[src/rtl/spi_ram_arbiter_if.sv]
// Bus bundle for spi_ram_arbiter: SPI word/return path, local host port and RAM port.
// slave is the arbiter's view; master is the surrounding environment's view.
interface spi_ram_arbiter_if #(
  parameter int unsigned ADDR_W = 8,
  parameter int unsigned DATA_W = 8
);
  logic [9:0]        rx_data;
  logic              rx_valid;
  logic [DATA_W-1:0] tx_data;
  logic              tx_valid;
  logic              host_req;
  logic              host_we;
  logic [ADDR_W-1:0] host_addr;
  logic [DATA_W-1:0] host_wdata;
  logic              host_gnt;
  logic [DATA_W-1:0] host_rdata;
  logic              host_rvalid;
  logic [ADDR_W-1:0] mem_addr;
  logic [DATA_W-1:0] mem_din;
  logic              mem_we;
  logic              mem_re;
  logic [DATA_W-1:0] mem_dout;
  logic              spi_ovf;

  modport slave (
    input  rx_data, rx_valid, host_req, host_we, host_addr, host_wdata, mem_dout,
    output tx_data, tx_valid, host_gnt, host_rdata, host_rvalid, mem_addr, mem_din, mem_we,
           mem_re, spi_ovf
  );

  modport master (
    output rx_data, rx_valid, host_req, host_we, host_addr, host_wdata, mem_dout,
    input  tx_data, tx_valid, host_gnt, host_rdata, host_rvalid, mem_addr, mem_din, mem_we,
           mem_re, spi_ovf
  );
endinterface

[src/rtl/spi_ram_arbiter.sv]
// Command sequencer between an SPI slave and a single-port RAM shared with a local host port.
// Optional macro ADDR_AUTOINC_EN: post-increment wr_addr/rd_addr after each captured SPI op.
module spi_ram_arbiter #(
  parameter int unsigned ADDR_W    = 8,
  parameter int unsigned DATA_W    = 8,
  parameter int unsigned HOST_PRIO = 0
) (
  input  logic             clk,
  input  logic             rst_n,
  spi_ram_arbiter_if.slave bus
);
  typedef enum logic [1:0] {StIdle, StAccess, StRdata} state_e;

  localparam logic [1:0] CmdWrAddr = 2'b00;
  localparam logic [1:0] CmdWrite  = 2'b01;
  localparam logic [1:0] CmdRdAddr = 2'b10;

  state_e            state_q, state_d;
  logic [ADDR_W-1:0] wr_addr_q, wr_addr_d, rd_addr_q, rd_addr_d;
  logic              slot_valid_q, slot_valid_d, slot_we_q, slot_we_d;
  logic [ADDR_W-1:0] slot_addr_q, slot_addr_d;
  logic [DATA_W-1:0] slot_data_q, slot_data_d;
  logic              spi_ovf_q, spi_ovf_d;
  logic              last_host_q, win_host_q, acc_we_q;
  logic [ADDR_W-1:0] mem_addr_q;
  logic [DATA_W-1:0] mem_din_q, tx_data_q, host_rdata_q;
  logic              mem_we_q, mem_re_q, host_gnt_q, tx_valid_q, host_rvalid_q;

  logic [1:0]        cmd;
  logic [7:0]        payload;
  logic              data_cmd, accept;
  logic              grant, grant_host, grant_we;
  logic [ADDR_W-1:0] grant_addr;
  logic [DATA_W-1:0] grant_data;

  assign cmd      = bus.rx_data[9:8];
  assign payload  = bus.rx_data[7:0];
  assign data_cmd = bus.rx_valid & cmd[0];
  assign accept   = data_cmd & ~slot_valid_q;

  // Address resolved at capture, so later address commands leave a pending op alone.
  always_comb begin
    wr_addr_d    = wr_addr_q;
    rd_addr_d    = rd_addr_q;
    slot_valid_d = slot_valid_q;
    slot_we_d    = slot_we_q;
    slot_addr_d  = slot_addr_q;
    slot_data_d  = slot_data_q;
    spi_ovf_d    = spi_ovf_q | (data_cmd & slot_valid_q);
    if (bus.rx_valid && cmd == CmdWrAddr) wr_addr_d = payload[ADDR_W-1:0];
    if (bus.rx_valid && cmd == CmdRdAddr) rd_addr_d = payload[ADDR_W-1:0];
    if (accept) begin
      slot_valid_d = 1'b1;
      slot_we_d    = (cmd == CmdWrite);
      slot_addr_d  = (cmd == CmdWrite) ? wr_addr_q : rd_addr_q;
      slot_data_d  = payload[DATA_W-1:0];
`ifdef ADDR_AUTOINC_EN
      if (cmd == CmdWrite) wr_addr_d = wr_addr_q + ADDR_W'(1);
      else                 rd_addr_d = rd_addr_q + ADDR_W'(1);
`endif
    end else if (state_q == StAccess && !win_host_q) begin
      slot_valid_d = 1'b0;
    end
  end

  always_comb begin
    state_d    = state_q;
    grant      = 1'b0;
    grant_host = 1'b0;
    unique case (state_q)
      StIdle: begin
        if (slot_valid_q || bus.host_req) begin
          grant   = 1'b1;
          state_d = StAccess;
          if (slot_valid_q && bus.host_req) grant_host = (HOST_PRIO != 0) || !last_host_q;
          else                              grant_host = bus.host_req;
        end
      end
      StAccess: state_d = acc_we_q ? StIdle : StRdata;
      StRdata:  state_d = StIdle;
      default:  state_d = StIdle;
    endcase
    grant_we   = grant_host ? bus.host_we    : slot_we_q;
    grant_addr = grant_host ? bus.host_addr  : slot_addr_q;
    grant_data = grant_host ? bus.host_wdata : slot_data_q;
  end

  always_ff @(posedge clk or negedge rst_n) begin
    if (!rst_n) begin
      state_q       <= StIdle;
      wr_addr_q     <= '0;
      rd_addr_q     <= '0;
      slot_valid_q  <= 1'b0;
      slot_we_q     <= 1'b0;
      slot_addr_q   <= '0;
      slot_data_q   <= '0;
      spi_ovf_q     <= 1'b0;
      last_host_q   <= 1'b1;  // "host granted last" so SPI takes the first tie
      win_host_q    <= 1'b0;
      acc_we_q      <= 1'b0;
      mem_addr_q    <= '0;
      mem_din_q     <= '0;
      mem_we_q      <= 1'b0;
      mem_re_q      <= 1'b0;
      host_gnt_q    <= 1'b0;
      tx_data_q     <= '0;
      tx_valid_q    <= 1'b0;
      host_rdata_q  <= '0;
      host_rvalid_q <= 1'b0;
    end else begin
      state_q       <= state_d;
      wr_addr_q     <= wr_addr_d;
      rd_addr_q     <= rd_addr_d;
      slot_valid_q  <= slot_valid_d;
      slot_we_q     <= slot_we_d;
      slot_addr_q   <= slot_addr_d;
      slot_data_q   <= slot_data_d;
      spi_ovf_q     <= spi_ovf_d;
      mem_we_q      <= 1'b0;
      mem_re_q      <= 1'b0;
      host_gnt_q    <= 1'b0;
      tx_valid_q    <= 1'b0;
      host_rvalid_q <= 1'b0;
      if (grant) begin
        last_host_q <= grant_host;
        win_host_q  <= grant_host;
        acc_we_q    <= grant_we;
        host_gnt_q  <= grant_host;
        mem_we_q    <= grant_we;
        mem_re_q    <= ~grant_we;
        mem_addr_q  <= grant_addr;
        if (grant_we) mem_din_q <= grant_data;
      end
      if (state_q == StRdata) begin
        if (win_host_q) begin
          host_rdata_q  <= bus.mem_dout;
          host_rvalid_q <= 1'b1;
        end else begin
          tx_data_q  <= bus.mem_dout;
          tx_valid_q <= 1'b1;
        end
      end
    end
  end

  assign bus.tx_data     = tx_data_q;
  assign bus.tx_valid    = tx_valid_q;
  assign bus.host_gnt    = host_gnt_q;
  assign bus.host_rdata  = host_rdata_q;
  assign bus.host_rvalid = host_rvalid_q;
  assign bus.mem_addr    = mem_addr_q;
  assign bus.mem_din     = mem_din_q;
  assign bus.mem_we      = mem_we_q;
  assign bus.mem_re      = mem_re_q;
  assign bus.spi_ovf     = spi_ovf_q;
endmodule
[src/flat_wrapper.sv]
// flat-port wrapper written by rule: the top's interface ports become plain ports
module spi_ram_arbiter_flat 
#(
  parameter int unsigned ADDR_W    = 8,
  parameter int unsigned DATA_W    = 8,
  parameter int unsigned HOST_PRIO = 0
)
  (clk, rst_n, bus_rx_data, bus_rx_valid, bus_host_req, bus_host_we, bus_host_addr, bus_host_wdata, bus_mem_dout, bus_tx_data, bus_tx_valid, bus_host_gnt, bus_host_rdata, bus_host_rvalid, bus_mem_addr, bus_mem_din, bus_mem_we, bus_mem_re, bus_spi_ovf);
  spi_ram_arbiter_if #(.ADDR_W(ADDR_W), .DATA_W(DATA_W)) bus_i ();
  input  logic clk;
  input  logic rst_n;
  input wire logic [$bits(bus_i.rx_data)-1:0] bus_rx_data;
  input wire logic [$bits(bus_i.rx_valid)-1:0] bus_rx_valid;
  input wire logic [$bits(bus_i.host_req)-1:0] bus_host_req;
  input wire logic [$bits(bus_i.host_we)-1:0] bus_host_we;
  input wire logic [$bits(bus_i.host_addr)-1:0] bus_host_addr;
  input wire logic [$bits(bus_i.host_wdata)-1:0] bus_host_wdata;
  input wire logic [$bits(bus_i.mem_dout)-1:0] bus_mem_dout;
  output wire logic [$bits(bus_i.tx_data)-1:0] bus_tx_data;
  output wire logic [$bits(bus_i.tx_valid)-1:0] bus_tx_valid;
  output wire logic [$bits(bus_i.host_gnt)-1:0] bus_host_gnt;
  output wire logic [$bits(bus_i.host_rdata)-1:0] bus_host_rdata;
  output wire logic [$bits(bus_i.host_rvalid)-1:0] bus_host_rvalid;
  output wire logic [$bits(bus_i.mem_addr)-1:0] bus_mem_addr;
  output wire logic [$bits(bus_i.mem_din)-1:0] bus_mem_din;
  output wire logic [$bits(bus_i.mem_we)-1:0] bus_mem_we;
  output wire logic [$bits(bus_i.mem_re)-1:0] bus_mem_re;
  output wire logic [$bits(bus_i.spi_ovf)-1:0] bus_spi_ovf;
  assign bus_i.rx_data = bus_rx_data;
  assign bus_i.rx_valid = bus_rx_valid;
  assign bus_i.host_req = bus_host_req;
  assign bus_i.host_we = bus_host_we;
  assign bus_i.host_addr = bus_host_addr;
  assign bus_i.host_wdata = bus_host_wdata;
  assign bus_i.mem_dout = bus_mem_dout;
  assign bus_tx_data = bus_i.tx_data;
  assign bus_tx_valid = bus_i.tx_valid;
  assign bus_host_gnt = bus_i.host_gnt;
  assign bus_host_rdata = bus_i.host_rdata;
  assign bus_host_rvalid = bus_i.host_rvalid;
  assign bus_mem_addr = bus_i.mem_addr;
  assign bus_mem_din = bus_i.mem_din;
  assign bus_mem_we = bus_i.mem_we;
  assign bus_mem_re = bus_i.mem_re;
  assign bus_spi_ovf = bus_i.spi_ovf;
  spi_ram_arbiter #(.ADDR_W(ADDR_W), .DATA_W(DATA_W), .HOST_PRIO(HOST_PRIO)) u_core (.clk(clk), .rst_n(rst_n), .bus(bus_i));
endmodule
[config.mk]
export PLATFORM = sky130hd
export DESIGN_NAME = spi_ram_arbiter_flat
export DESIGN_NICKNAME = d
export VERILOG_FILES = /design/src/rtl/spi_ram_arbiter_if.sv /design/src/rtl/spi_ram_arbiter.sv /design/src/flat_wrapper.sv
export SDC_FILE = /design/constraint.sdc
export NUM_CORES = 1
export LEC_CHECK = 0
export ABC_CLOCK_PERIOD_IN_PS = 3830
export CAP_MARGIN = 20
export CORE_MARGIN = 3
export CORE_UTILIZATION = 50
export DETAILED_ROUTE_END_ITERATION = 7
export PLACE_DENSITY = 0.88
export RECOVER_POWER = 100
export SLEW_MARGIN = 20
export SYNTH_ARGS = -nofsm -noshare
export SYNTH_HDL_FRONTEND = slang
export SYNTH_SLANG_ARGS = --single-unit
[constraint.sdc]
create_clock -name clk -period 3.83 [get_ports clk]
set_input_delay 0.383 -clock clk [delete_from_list [all_inputs] [get_ports clk]]
set_output_delay 0.383 -clock clk [all_outputs]
set_load 0.02 [all_outputs]
# After elaboration in Yosys (flattened, before gate mapping)
# Cells that the tools add are included.
# totals
register_bits,77
latch_bits,0
ramBits,0
romBits,0
input_bits,39
output_inout_bits,38
elab_cells,66
mem_count,0
# op_classes
add_sub_neg,0
n_mul,0
div,0
n_lt_le_gt_ge,0
n_eq_ne,5
shift,0
n_mux,21
bitwise_logic,7
n_reduce_logical,13
# op_table
operator,count
$mux W8,3
$mux W1,15
$reduce_and A2 Y1,3
$eq A2 B1 Y1 const B,2
$eq A2 B2 Y1 const B,2
$logic_and A1 B1 Y1,4
$logic_not A2 Y1,2
$mux W2,2
$pmux W2 S2,1
$and A1 B1 Y1,3
$not A1 Y1,3
$logic_not A1 Y1,2
$ne A2 B1 Y1 const B,1
$reduce_bool A2 Y1,1
$logic_or A1 B1 Y1,1
$or A1 B1 Y1,1

# Depth between registers and ports, before layout
# Gate-level depths: netlist (run 1).
# depth
word_depth,7
depth_mapped,6
ltp_nobuf,4

# Worst setup path before layout (run 1)
# OpenSTA, ideal clock, no wires.
# synth_path
kind,reg2reg
startpoint,reg u_core.state_q[0]
endpoint,reg u_core.mem_addr_q[0] (netlist: u_core.bus.mem_addr[0])
setup_ps,101
arrival_ps,1334
t_required_ps,3729
slack_ps,2396
path_stages_with_launch,6
path_buffers,2
cell_sequence,dfrtp_1 > or2_1 > buf_6 > or2_4 > buf_6 > o311ai_2
# synth_between
elab_chain_len,3
# synth_rtl
element,line_no,text
"start, declared",spi_ram_arbiter.sv:18,"state_e state_q, state_d;"
"start signal, assigned",spi_ram_arbiter.sv:90,state_q <= StIdle;
"start signal, assigned",spi_ram_arbiter.sv:111,state_q <= state_d;
$logic_not A2 Y1 *,spi_ram_arbiter.sv:70,unique case (state_q)
$mux W1,spi_ram_arbiter.sv:70,
$mux W8,spi_ram_arbiter.sv:84,grant_addr = grant_host ? bus.host_addr : slot_addr_q;
"end signal, assigned",spi_ram_arbiter.sv:131,mem_addr_q <= grant_addr;
"end, declared",spi_ram_arbiter.sv:25,logic [ADDR_W-1:0] mem_addr_q;
# Mark *: on every way between the ends. The rest lies on a longest branch, timed or not.
# A chain may end at the register's enable or synchronous reset.

# Worst setup path after layout (run 1)
# layout_path
startpoint,in bus_rx_valid
endpoint,reg u_core.wr_addr_q[0]
# layout_between
elab_chain_len,1
# layout_rtl
element,line_no,text
"start, declared",flat_wrapper.sv:13,input wire logic [$bits(bus_i.rx_valid)-1:0] bus_rx_valid;
$logic_and A1 B1 Y1,spi_ram_arbiter.sv:50,if (bus.rx_valid && cmd == CmdWrAddr) wr_addr_d = payload[ADDR_W-1:0];
"end signal, assigned",spi_ram_arbiter.sv:112,wr_addr_q <= wr_addr_d;
"end, declared",spi_ram_arbiter.sv:19,"logic [ADDR_W-1:0] wr_addr_q, wr_addr_d, rd_addr_q, rd_addr_d;"
# Every way passes these cells.

==> results.json, run 1 <==
{
  "synth_top_cells_by_count": "dfrtp_1, mux2_2, o21ai_0",
  "hold-path-cell-count": 1,
  "ys_types": 35,
  "cts_tree": "yes",
  "numCtsBuffers": 9,
  "met1_usage_pct": 23.8,
  "wl_per_cell_um": 16.9,
  "synth_top_family_by_area": "multiplexers",
  "ant_nets": 0,
  "ioPinCount": 77,
  "synth_fp_nets": 273,
  "post-route-period-util_pct": 58.0,
  "arrival_ns": 2.44,
  "synth_cells": 234,
  "rsz0062_at_grt": "no",
  "finalSetupViolations": 0,
  "grt_start_max_net_pins": 44,
  "routed_via_density": 5.45,
  "fin_nets": 352,
  "finalNonFillerCells": 392,
  "p_leak_nw": 1.73,
  "synthAdderAreaFrac_pct": 0,
  "core_area_sq_um": 6060,
  "grt_util_met3_pct": 2.88,
  "syn_avg_cell_area_sq_um": 13.7,
  "grt_pass1_vias": 2239,
  "ys_ff_latch": 77,
  "status": "finished with violations",
  "ys_warn_count": 0,
  "slew_violations": 44,
  "path_max_fanout": 8,
  "r2r_start": "u_core.slot_valid_q$_DFFE_PN0P_",
  "reg2reg_depth": 2,
  "yosys.area.top_type": "dfrtp_1",
  "synth_xor_xnor_area_share_pct": 0,
  "cts-root-buf": "clkbuf_8",
  "utilization_pct": 67.4,
  "dr.pass1.iters": 4,
  "io_buffers": 76,
  "worst_hold_path_type": "reg2reg",
  "die_y_um": 86.1,
  "ir_drop_v": 0.000353,
  "final_area_sq_um": 4080,
  "htree_num_levels": 3,
  "yosysTopAreaCellShare_pct": 59.3,
  "start_kind": "input pin",
  "area_growth_pct": 27.4,
  "grt_usage_pct": 19.2,
  "violations": "capacitance limit, slew limit",
  "num_rows": 28,
  "die_x_um": 86.1,
  "place_area_sq_um": 4010,
  "place_inst": 377,
  "clk_path_buf_depth": 2,
  "synth_edf_count": 0,
  "fin_ws_ns": 1.61,
  "drt-initial-drc-count": 92,
  "antenna_found_initial": 0,
  "diodes": 0,
  "grt_pass1_wl_um": 10900,
  "place_ws_ns": 1.56,
  "timing.rr.end": "u_core.slot_data_q[7]$_DFFE_PN0P_",
  "ys_async_sr_fraction_pct": 100,
  "totalWireLength_um": 6610,
  "ctsHoldBuffers": 0,
  "finalSetupTns_ns": 0,
  "synth_compound_area_share_pct": 12.0,
  "path_clk_slew_ns": 0.07,
  "synth_area_leaders": "dfrtp_1, mux2_2, o311ai_2",
  "post-synth-top-count-cell": "dfrtp_1",
  "cts_setup_buffers": 0,
  "max-slew-margin-rel_pct": -48.4,
  "place_congestion": 0.794,
  "cts_resized": 0,
  "layout-drive-gt1-share_pct": 17.4,
  "finClkSkew_ns": 0.0102,
  "power.density_nw_per_um2": 759,
  "holdWs_ns": 0.436,
  "final_hold_viol_count": 0,
  "grt_use_met2_pct": 31.9,
  "top_usage_layer": "met2",
  "cts_num_sinks": 77,
  "syn-cell-area_sq_um": 3210,
  "ys_seq_area_share_pct": 60.1,
  "r2r_slack_ns": 1.84,
  "worstPathRequired_ns": 4.05,
  "dpl.hpwl_um": 4800,
  "max_freq_ghz": 0.450,
  "start_util_pct": 52.9,
  "ys.flop_type": "dfrtp_1",
  "worstHoldStart": "u_core.acc_we_q$_DFFE_PN0P_",
  "period_minus_slack_ns": 2.22,
  "cap_violations": 1,
  "die_area_sq_um": 7410,
  "clock_latency_ns": 0.34,
  "drcViolationCount": 0,
  "tightest_slew_ns": 2.23,
  "yosys.area_share.simple_pct": 8.12,
  "vias": 2138,
  "worstHoldEndpoint": "u_core.state_q[1]$_DFFE_PN0P_",
  "yosys-mux-area-fraction_pct": 16.5,
  "overflow": 0,
  "endpoint_kind": "register",
  "path_class": "in2reg",
  "finalPower_mw": 3.10
}
-- critical path, stage by stage --
cell and delay [ns]:
dlygate4sd3_1 0.60, nor3b_1 1.03, mux2_2 0.43
-- logic make-up (layout without fill, tap and decap cells) --
| family | count (synthesis) | in the layout |
|---|---|---|
| AO/OA/AOI/OAI | 43 | 43 |
| buffers and inverters | 21 | 104 |
| AND/OR/NAND/NOR | 45 | 45 |
| multiplexers | 48 | 48 |
| flip-flops | 77 | 77 |
-- registers in the layout, summed over array words and instances, names as in the netlist --
| register | cells |
|---|---|
| u_core.acc_we_q | 1 |
| u_core.slot_we_q | 1 |
| u_core.last_host_q | 1 |
| u_core.bus.mem_addr | 8 |
| u_core.bus.mem_re | 1 |
| u_core.wr_addr_q | 8 |
| u_core.slot_addr_q | 8 |
| u_core.bus.host_rdata | 8 |
| u_core.rd_addr_q | 8 |
| u_core.bus.host_gnt | 1 |
| u_core.slot_data_q | 8 |
| u_core.bus.spi_ovf | 1 |
| u_core.bus.tx_valid | 1 |
| u_core.bus.mem_we | 1 |
| u_core.bus.tx_data | 8 |
| u_core.slot_valid_q | 1 |
| u_core.win_host_q | 1 |
| u_core.bus.host_rvalid | 1 |
| u_core.state_q | 2 |
| u_core.bus.mem_din | 8 |
-- per-layer routing --
metal,routed length [um],vias up,share of wire [%]
met2,3350,56,51
met5,0,-,0
met4,128,0,1.9
li1,-,1013,-
met1,2840,1060,43
met3,289,9,4.4
-- final cells by class --
type / instances / area [sq um]
clock buffers: 13 / 149
clock inverters: 2 / 10.0
fillers: 461 / 1980
inverters: 11 / 42.5
multi-input cells: 136 / 1090
flip-flops and latches: 77 / 1930
well taps: 75 / 93.8
repair buffers: 78 / 766
-- power breakdown --
| part | switching, mW | total, mW | internal [mW] |
|---|---|---|---|
| clock network | 0.265 | 0.513 | 0.248 |
| logic | 0.641 | 1.23 | 0.592 |
| registers | 0.194 | 1.35 | 1.16 |
-- cells in the final DEF (no fill, tap or decap), types with 5 or more instances in the layout --
master           instances
nand2_1                 12
mux2_2                  39
clkbuf_1                 5
dlygate4sd3_1           40
o311ai_0                 8
o21ai_0                 19
mux2i_1                  8
o221a_1                  8
clkbuf_8                10
dfrtp_1                 76
nand3_1                  8
or3_1                    8
inv_1                   10
clkdlybuf4s50_1         35
-- worst max path at each step --
stage,slack [ns],from,endpoint,depth (start not counted)
6_report,1.61,bus_rx_valid,u_core.wr_addr_q[0]$_DFFE_PN0P_,3
5_1_grt,1.24,rst_n,u_core.slot_addr_q[0]$_DFFE_PN0P_,2
4_1_cts,1.85,u_core.slot_valid_q$_DFFE_PN0P_,u_core.bus.mem_addr[0]$_DFFE_PN0P_,3
3_5_place_dp,1.56,bus_host_req,u_core.bus.mem_addr[7]$_DFFE_PN0P_,4
3_3_place_gp,1.58,bus_host_req,u_core.bus.mem_addr[7]$_DFFE_PN0P_,4
2_1_floorplan,2.40,u_core.state_q[0]$_DFFE_PN0P_,u_core.bus.mem_addr[0]$_DFFE_PN0P_,5
Note: power is estimated with default switching activity, not from simulation.
==> run 2, diff against run 1 <==
--- a/config.mk
+++ b/config.mk
@@ -5,12 +5,12 @@
 export SDC_FILE = /design/constraint.sdc
 export NUM_CORES = 1
 export LEC_CHECK = 0
-export ABC_CLOCK_PERIOD_IN_PS = 3830
+export ABC_CLOCK_PERIOD_IN_PS = 2100
 export CAP_MARGIN = 20
 export CORE_MARGIN = 3
-export CORE_UTILIZATION = 50
+export CORE_UTILIZATION = 49
 export DETAILED_ROUTE_END_ITERATION = 7
-export PLACE_DENSITY = 0.88
+export PLACE_DENSITY = 0.87
 export RECOVER_POWER = 100
 export SLEW_MARGIN = 20
 export SYNTH_ARGS = -nofsm -noshare
==> constraint.sdc (replaced) <==
create_clock -name clk -period 2.1 [get_ports clk]
set_input_delay 0.21 -clock clk [delete_from_list [all_inputs] [get_ports clk]]
set_output_delay 0.21 -clock clk [all_outputs]
set_load 0.02 [all_outputs]
==> run 2 against run 1 <==
Compared with the run above:
- the flow now finishes without violations
- largest cell class unchanged
- setup slack got worse by 1.2 ns
- hold slack worse by 0.010 ns
- flip-flop and latch count unchanged
- register-to-register slack got worse by 1.4 ns
- cell count rose by 2.3%
==> results.json, run 2 (synthesis gave the netlist of run 1 again) <==
{
  "area_growth_pct": 31.1,
  "grt_util_met3_pct": 5.39,
  "start_util_pct": 52.3,
  "ioPinCount": 77,
  "clk_path_buf_depth": 2,
  "cap_violations": 0,
  "finalSetupTns_ns": 0,
  "clock_latency_ns": 0.35,
  "tightest_slew_ns": 0.810,
  "p_seq_share_pct": 42.0,
  "finalNonFillerCells": 401,
  "path_clk_slew_ns": 0.08,
  "worst_hold_path_type": "reg2reg",
  "drcViolationCount": 0,
  "grt_pass1_vias": 2305,
  "status": "completed",
  "met1_usage_pct": 23.2,
  "switching_power_mw": 2.06,
  "start_kind": "register",
  "grt_pass1_wl_um": 11100,
  "ant_nets": 0,
  "top_usage_layer": "met2",
  "routed_via_density": 5.37,
  "place_ws_ns": 0.350,
  "fin_nets": 360,
  "holdWs_ns": 0.426,
  "post-route-period-util_pct": 80.1,
  "io_buffers": 76,
  "cts_setup_buffers": 0,
  "diodes": 0,
  "antenna_found_initial": 0,
  "grt_use_met2_pct": 33.0,
  "die_y_um": 86.9,
  "max_freq_ghz": 0.594,
  "grt_start_max_net_pins": 34,
  "wl_per_cell_um": 16.8,
  "worstPathRequired_ns": 2.34,
  "layout-drive-gt1-share_pct": 20.2,
  "clockPowerShare_pct": 18.7,
  "cts_tree": "yes",
  "r2r_slack_ns": 0.42,
  "rsz0062_at_grt": "no",
  "p_leak_nw": 1.77,
  "endpoint_kind": "register",
  "numCtsBuffers": 9,
  "dr.pass1.iters": 6,
  "arrival_ns": 1.92,
  "finalSetupViolations": 0,
  "place_area_sq_um": 4080,
  "path_max_fanout": 9,
  "vias": 2153,
  "cts_num_sinks": 77,
  "finalPower_mw": 5.90,
  "multi_input_area_sq_um": 1110,
  "path_class": "reg2reg",
  "final_area_sq_um": 4210,
  "seq_area_sq_um": 1930,
  "dpl.hpwl_um": 5070,
  "period_minus_slack_ns": 1.68,
  "die_area_sq_um": 7550,
  "internal_power_mw": 3.83,
  "num_rows": 28,
  "layout.cells.most_common": "dfrtp_1",
  "slew_violations": 0,
  "max-slew-margin-rel_pct": 46.0,
  "final_cell_mix": "dfrtp_1, dlygate4sd3_1, mux2_2",
  "place_inst": 384,
  "die_x_um": 86.9,
  "htree_num_levels": 3,
  "drt-initial-drc-count": 81,
  "cts-root-buf": "clkbuf_8",
  "grt_usage_pct": 19.4,
  "place_congestion": 0.845,
  "n_fill_cell": 435,
  "power.density_nw_per_um2": 1400,
  "cts_resized": 0,
  "ir_drop_v": 0.000812,
  "switching_share_pct": 35.0,
  "comb_power_share_pct": 39.4,
  "utilization_pct": 68.6,
  "finClkSkew_ns": 0.00857,
  "final_hold_viol_count": 0,
  "totalWireLength_um": 6750,
  "overflow": 0,
  "core_area_sq_um": 6130,
  "fin_ws_ns": 0.417
}
run 2: worst paths after layout:
kind                                                from                                 to  depth (start not counted)
hold / removal               u_core.acc_we_q$_DFFE_PN0P_      u_core.state_q[1]$_DFFE_PN0P_                          1
hold reg to reg              u_core.acc_we_q$_DFFE_PN0P_      u_core.state_q[1]$_DFFE_PN0P_                          1
max in group asynchronous                          rst_n  u_core.bus.tx_data[6]$_DFFE_PN0P_                          3
setup reg to reg           u_core.state_q[1]$_DFFE_PN0P_  u_core.bus.tx_data[7]$_DFFE_PN0P_                          3
min in group asynchronous                          rst_n   u_core.bus.host_rvalid$_DFF_PN0_                          2
setup / recovery           u_core.state_q[1]$_DFFE_PN0P_  u_core.bus.tx_data[7]$_DFFE_PN0P_                          3
run 2: per-layer routing:
layer | wire (um) | share of wire (%) | vias to the layer above
met5 | 0 | 0 | -
li1 | - | - | 1022
met2 | 3550 | 53 | 44
met1 | 2840 | 42 | 1080
met4 | 95 | 1.4 | 0
met3 | 264 | 3.9 | 7
run 2: critical path, cell delays in order, from the launching register on:
cell      delay [ns]
dfrtp_1         0.46
nor3b_1         0.27
clkbuf_1        0.43
mux2_2          0.40
run 2: repair_timing:
action                                  in CTS  in global routing
endpoints found under the hold margin       30                  0
hold buffers                                 1                  0
endpoints found under the setup margin       0                  0
run 2: final cells by class:
cell class	instances	share of cell area, %
Sequential cell	77	45.8
Multi-Input combinational cell	136	26.5
Timing Repair Buffer	86	19.8
Clock buffer	13	3.54
Tap cell	75	2.23
Clock inverter	3	1.07
Inverter	11	1.01
run 2: power by group through the flow:
| stage | logic [mW] | clock network (mW) | registers (mW) |
|---|---|---|---|
| final | 2.32 | 1.10 | 2.48 |
| after global routing | 2.52 | 1.19 | 2.56 |
| after CTS | 2.63 | 1.12 | 2.49 |
| after detailed placement | 2.63 | 0 | 2.51 |
| after global placement | 2.55 | 0 | 2.48 |
| after floorplan | 1.20 | 0 | 2.85 |
==> run 3, diff against run 2 <==
--- a/config.mk
+++ b/config.mk
@@ -5,12 +5,12 @@
 export SDC_FILE = /design/constraint.sdc
 export NUM_CORES = 1
 export LEC_CHECK = 0
-export ABC_CLOCK_PERIOD_IN_PS = 2100
+export ABC_CLOCK_PERIOD_IN_PS = 1420
 export CAP_MARGIN = 20
 export CORE_MARGIN = 3
-export CORE_UTILIZATION = 49
+export CORE_UTILIZATION = 44
 export DETAILED_ROUTE_END_ITERATION = 7
-export PLACE_DENSITY = 0.87
+export PLACE_DENSITY = 0.83
 export RECOVER_POWER = 100
 export SLEW_MARGIN = 20
 export SYNTH_ARGS = -nofsm -noshare
==> constraint.sdc (replaced) <==
create_clock -name clk -period 1.42 [get_ports clk]
set_input_delay 0.142 -clock clk [delete_from_list [all_inputs] [get_ports clk]]
set_output_delay 0.142 -clock clk [all_outputs]
set_load 0.02 [all_outputs]
==> run 3 against run 2 <==
Compared with the run above:
- the run now ends with setup timing left
- design area is 7.6% higher
- sequential share of layout area is 3.2 points lower
- flip-flop and latch count stayed put
- first-iteration DRC count is 38% higher
- register-to-register slack worse by 0.43 ns
- maximum frequency is 17% higher
- critical endpoint is now u_core.bus.mem_addr[7]$_DFFE_PN0P_
==> results.json, run 3 (synthesis gave the netlist of run 1 again) <==
{
  "layout.cells.most_common": "dfrtp_1",
  "numCtsBuffers": 9,
  "power.density_nw_per_um2": 2120,
  "finalPower_mw": 9.58,
  "place_area_sq_um": 4190,
  "grt_pass1_vias": 2390,
  "ant_nets": 0,
  "die_area_sq_um": 8350,
  "slowest_stage": "dfrtp_2",
  "status": "finished with violations",
  "antenna_found_initial": 0,
  "routed_via_density": 5.21,
  "worst_hold_path_type": "in2async",
  "htree_num_levels": 3,
  "clock_latency_ns": 0.34,
  "wl_per_cell_um": 17.0,
  "worstPathRequired_ns": 1.65,
  "ioPinCount": 77,
  "dr.pass1.iters": 6,
  "start_util_pct": 46.2,
  "place_congestion": 0.824,
  "totalWireLength_um": 7470,
  "holdWs_ns": 0.350,
  "dpl.hpwl_um": 5070,
  "num_rows": 30,
  "violations": "setup timing",
  "cts_num_sinks": 77,
  "fin_nets": 376,
  "period_minus_slack_ns": 1.43,
  "grt_pass1_wl_um": 11800,
  "rsz0062_at_grt": "yes",
  "vias": 2280,
  "final_hold_viol_count": 0,
  "overflow": 0,
  "slowest_delay_ns": 0.48,
  "drt-initial-drc-count": 112,
  "io_buffers": 76,
  "core_area_sq_um": 6940,
  "layout-drive-gt1-share_pct": 31.9,
  "clk_path_buf_depth": 2,
  "drcViolationCount": 0,
  "diodes": 0,
  "cts-root-buf": "clkbuf_8",
  "finClkSkew_ns": 0.00418,
  "p_leak_nw": 2.01,
  "path_clk_slew_ns": 0.08,
  "cpMostUsedCell": "or2_4",
  "path_class": "reg2reg",
  "die_x_um": 91.4,
  "tightest_slew_ns": 0.650,
  "area_growth_pct": 41.2,
  "die_y_um": 91.4,
  "cap_violations": 0,
  "path_cells": "or2_4 -> or2_4 -> o311ai_2",
  "path_max_fanout": 8,
  "fin_ws_ns": -0.0124,
  "arrival_ns": 1.66,
  "endpoint_kind": "register",
  "start_kind": "register",
  "ir_drop_v": 0.000996,
  "finalSetupViolations": 3,
  "post-route-period-util_pct": 101,
  "max_freq_ghz": 0.698,
  "slew_violations": 0,
  "grt_start_max_net_pins": 35,
  "max-slew-margin-rel_pct": 56.7,
  "grt_usage_pct": 17.8,
  "final_area_sq_um": 4530,
  "final_cell_mix": "dfrtp_1, mux2_2, clkdlybuf4s50_1",
  "cts_tree": "yes"
}
-- run 3: worst max-delay path, delay by kind of cell, from the launching register on --
kind,cells,cell delay (ns)
AO/OA/AOI/OAI,1,0.25
AND/OR/NAND/NOR,2,0.60
flip-flops,1,0.48
-- run 3: layout make-up --
class                           count  area (sq um)
Inverter                           11          42.5
Timing Repair Buffer               99           916
Sequential cell                    77          1930
Multi-Input combinational cell    139          1310
Fill cell                         539          2420
Tap cell                           96           120
Clock inverter                      3          42.5
Clock buffer                       13           169
-- run 3: where the power goes --
part / internal (mW) / switching [mW] / total, mW
Sequential: 3.13 / 0.594 / 3.73
Combinational: 2.02 / 2.13 / 4.15
Clock: 0.954 / 0.750 / 1.70
Total: 6.11 / 3.47 / 9.58
-- run 3: metal layers --
layer | vias up | track usage [%] | part of all wire, %
met4 | 0 | 7.29 | 2.1
met3 | 16 | 3.89 | 4.6
li1 | 1076 | - | -
met5 | - | 0 | 0
met2 | 71 | 29.1 | 50
met1 | 1117 | 22.9 | 44
-- run 3: path summary, 6_finish.rpt --
check / start / endpoint / slack [ns] / cells after the start
max in group asynchronous: rst_n / u_core.wr_addr_q[2]$_DFFE_PN0P_ / 0.19 / 3
hold / removal: rst_n / u_core.bus.mem_din[3]$_DFFE_PN0P_ / 0.35 / 2
min in group clk: bus_host_addr[5] / u_core.bus.mem_addr[5]$_DFFE_PN0P_ / 0.44 / 3
setup reg to reg: u_core.state_q[1]$_DFFE_PN0P_ / u_core.bus.mem_addr[7]$_DFFE_PN0P_ / -0.01 / 3
setup / recovery: u_core.state_q[1]$_DFFE_PN0P_ / u_core.bus.mem_addr[7]$_DFFE_PN0P_ / -0.01 / 3
hold reg to reg: u_core.acc_we_q$_DFFE_PN0P_ / u_core.state_q[1]$_DFFE_PN0P_ / 0.44 / 1
-- run 3: repair_timing --
action | 4_1_cts | 5_1_grt
hold endpoints to repair | 25 | 0
gates cloned | 2 | 2
setup endpoints to repair | 51 | 37
buffers inserted | 0 | 2
gates resized for setup | 43 | 29
pin swaps | 2 | 9
hold buffers | 1 | 0
-- run 3: through the flow --
step                      setup WS [ns]  TNS (ns)  instances  util, %
after floorplan                0.000399         0        234        -
after global placement           -0.190     -3.39        415     60.4
after detailed placement         -0.222     -4.56        415     60.4
after CTS                      -0.00780   -0.0120        434     63.6
after global routing            -0.0569    -0.519        438     65.2
final                           -0.0124   -0.0144        438     65.2
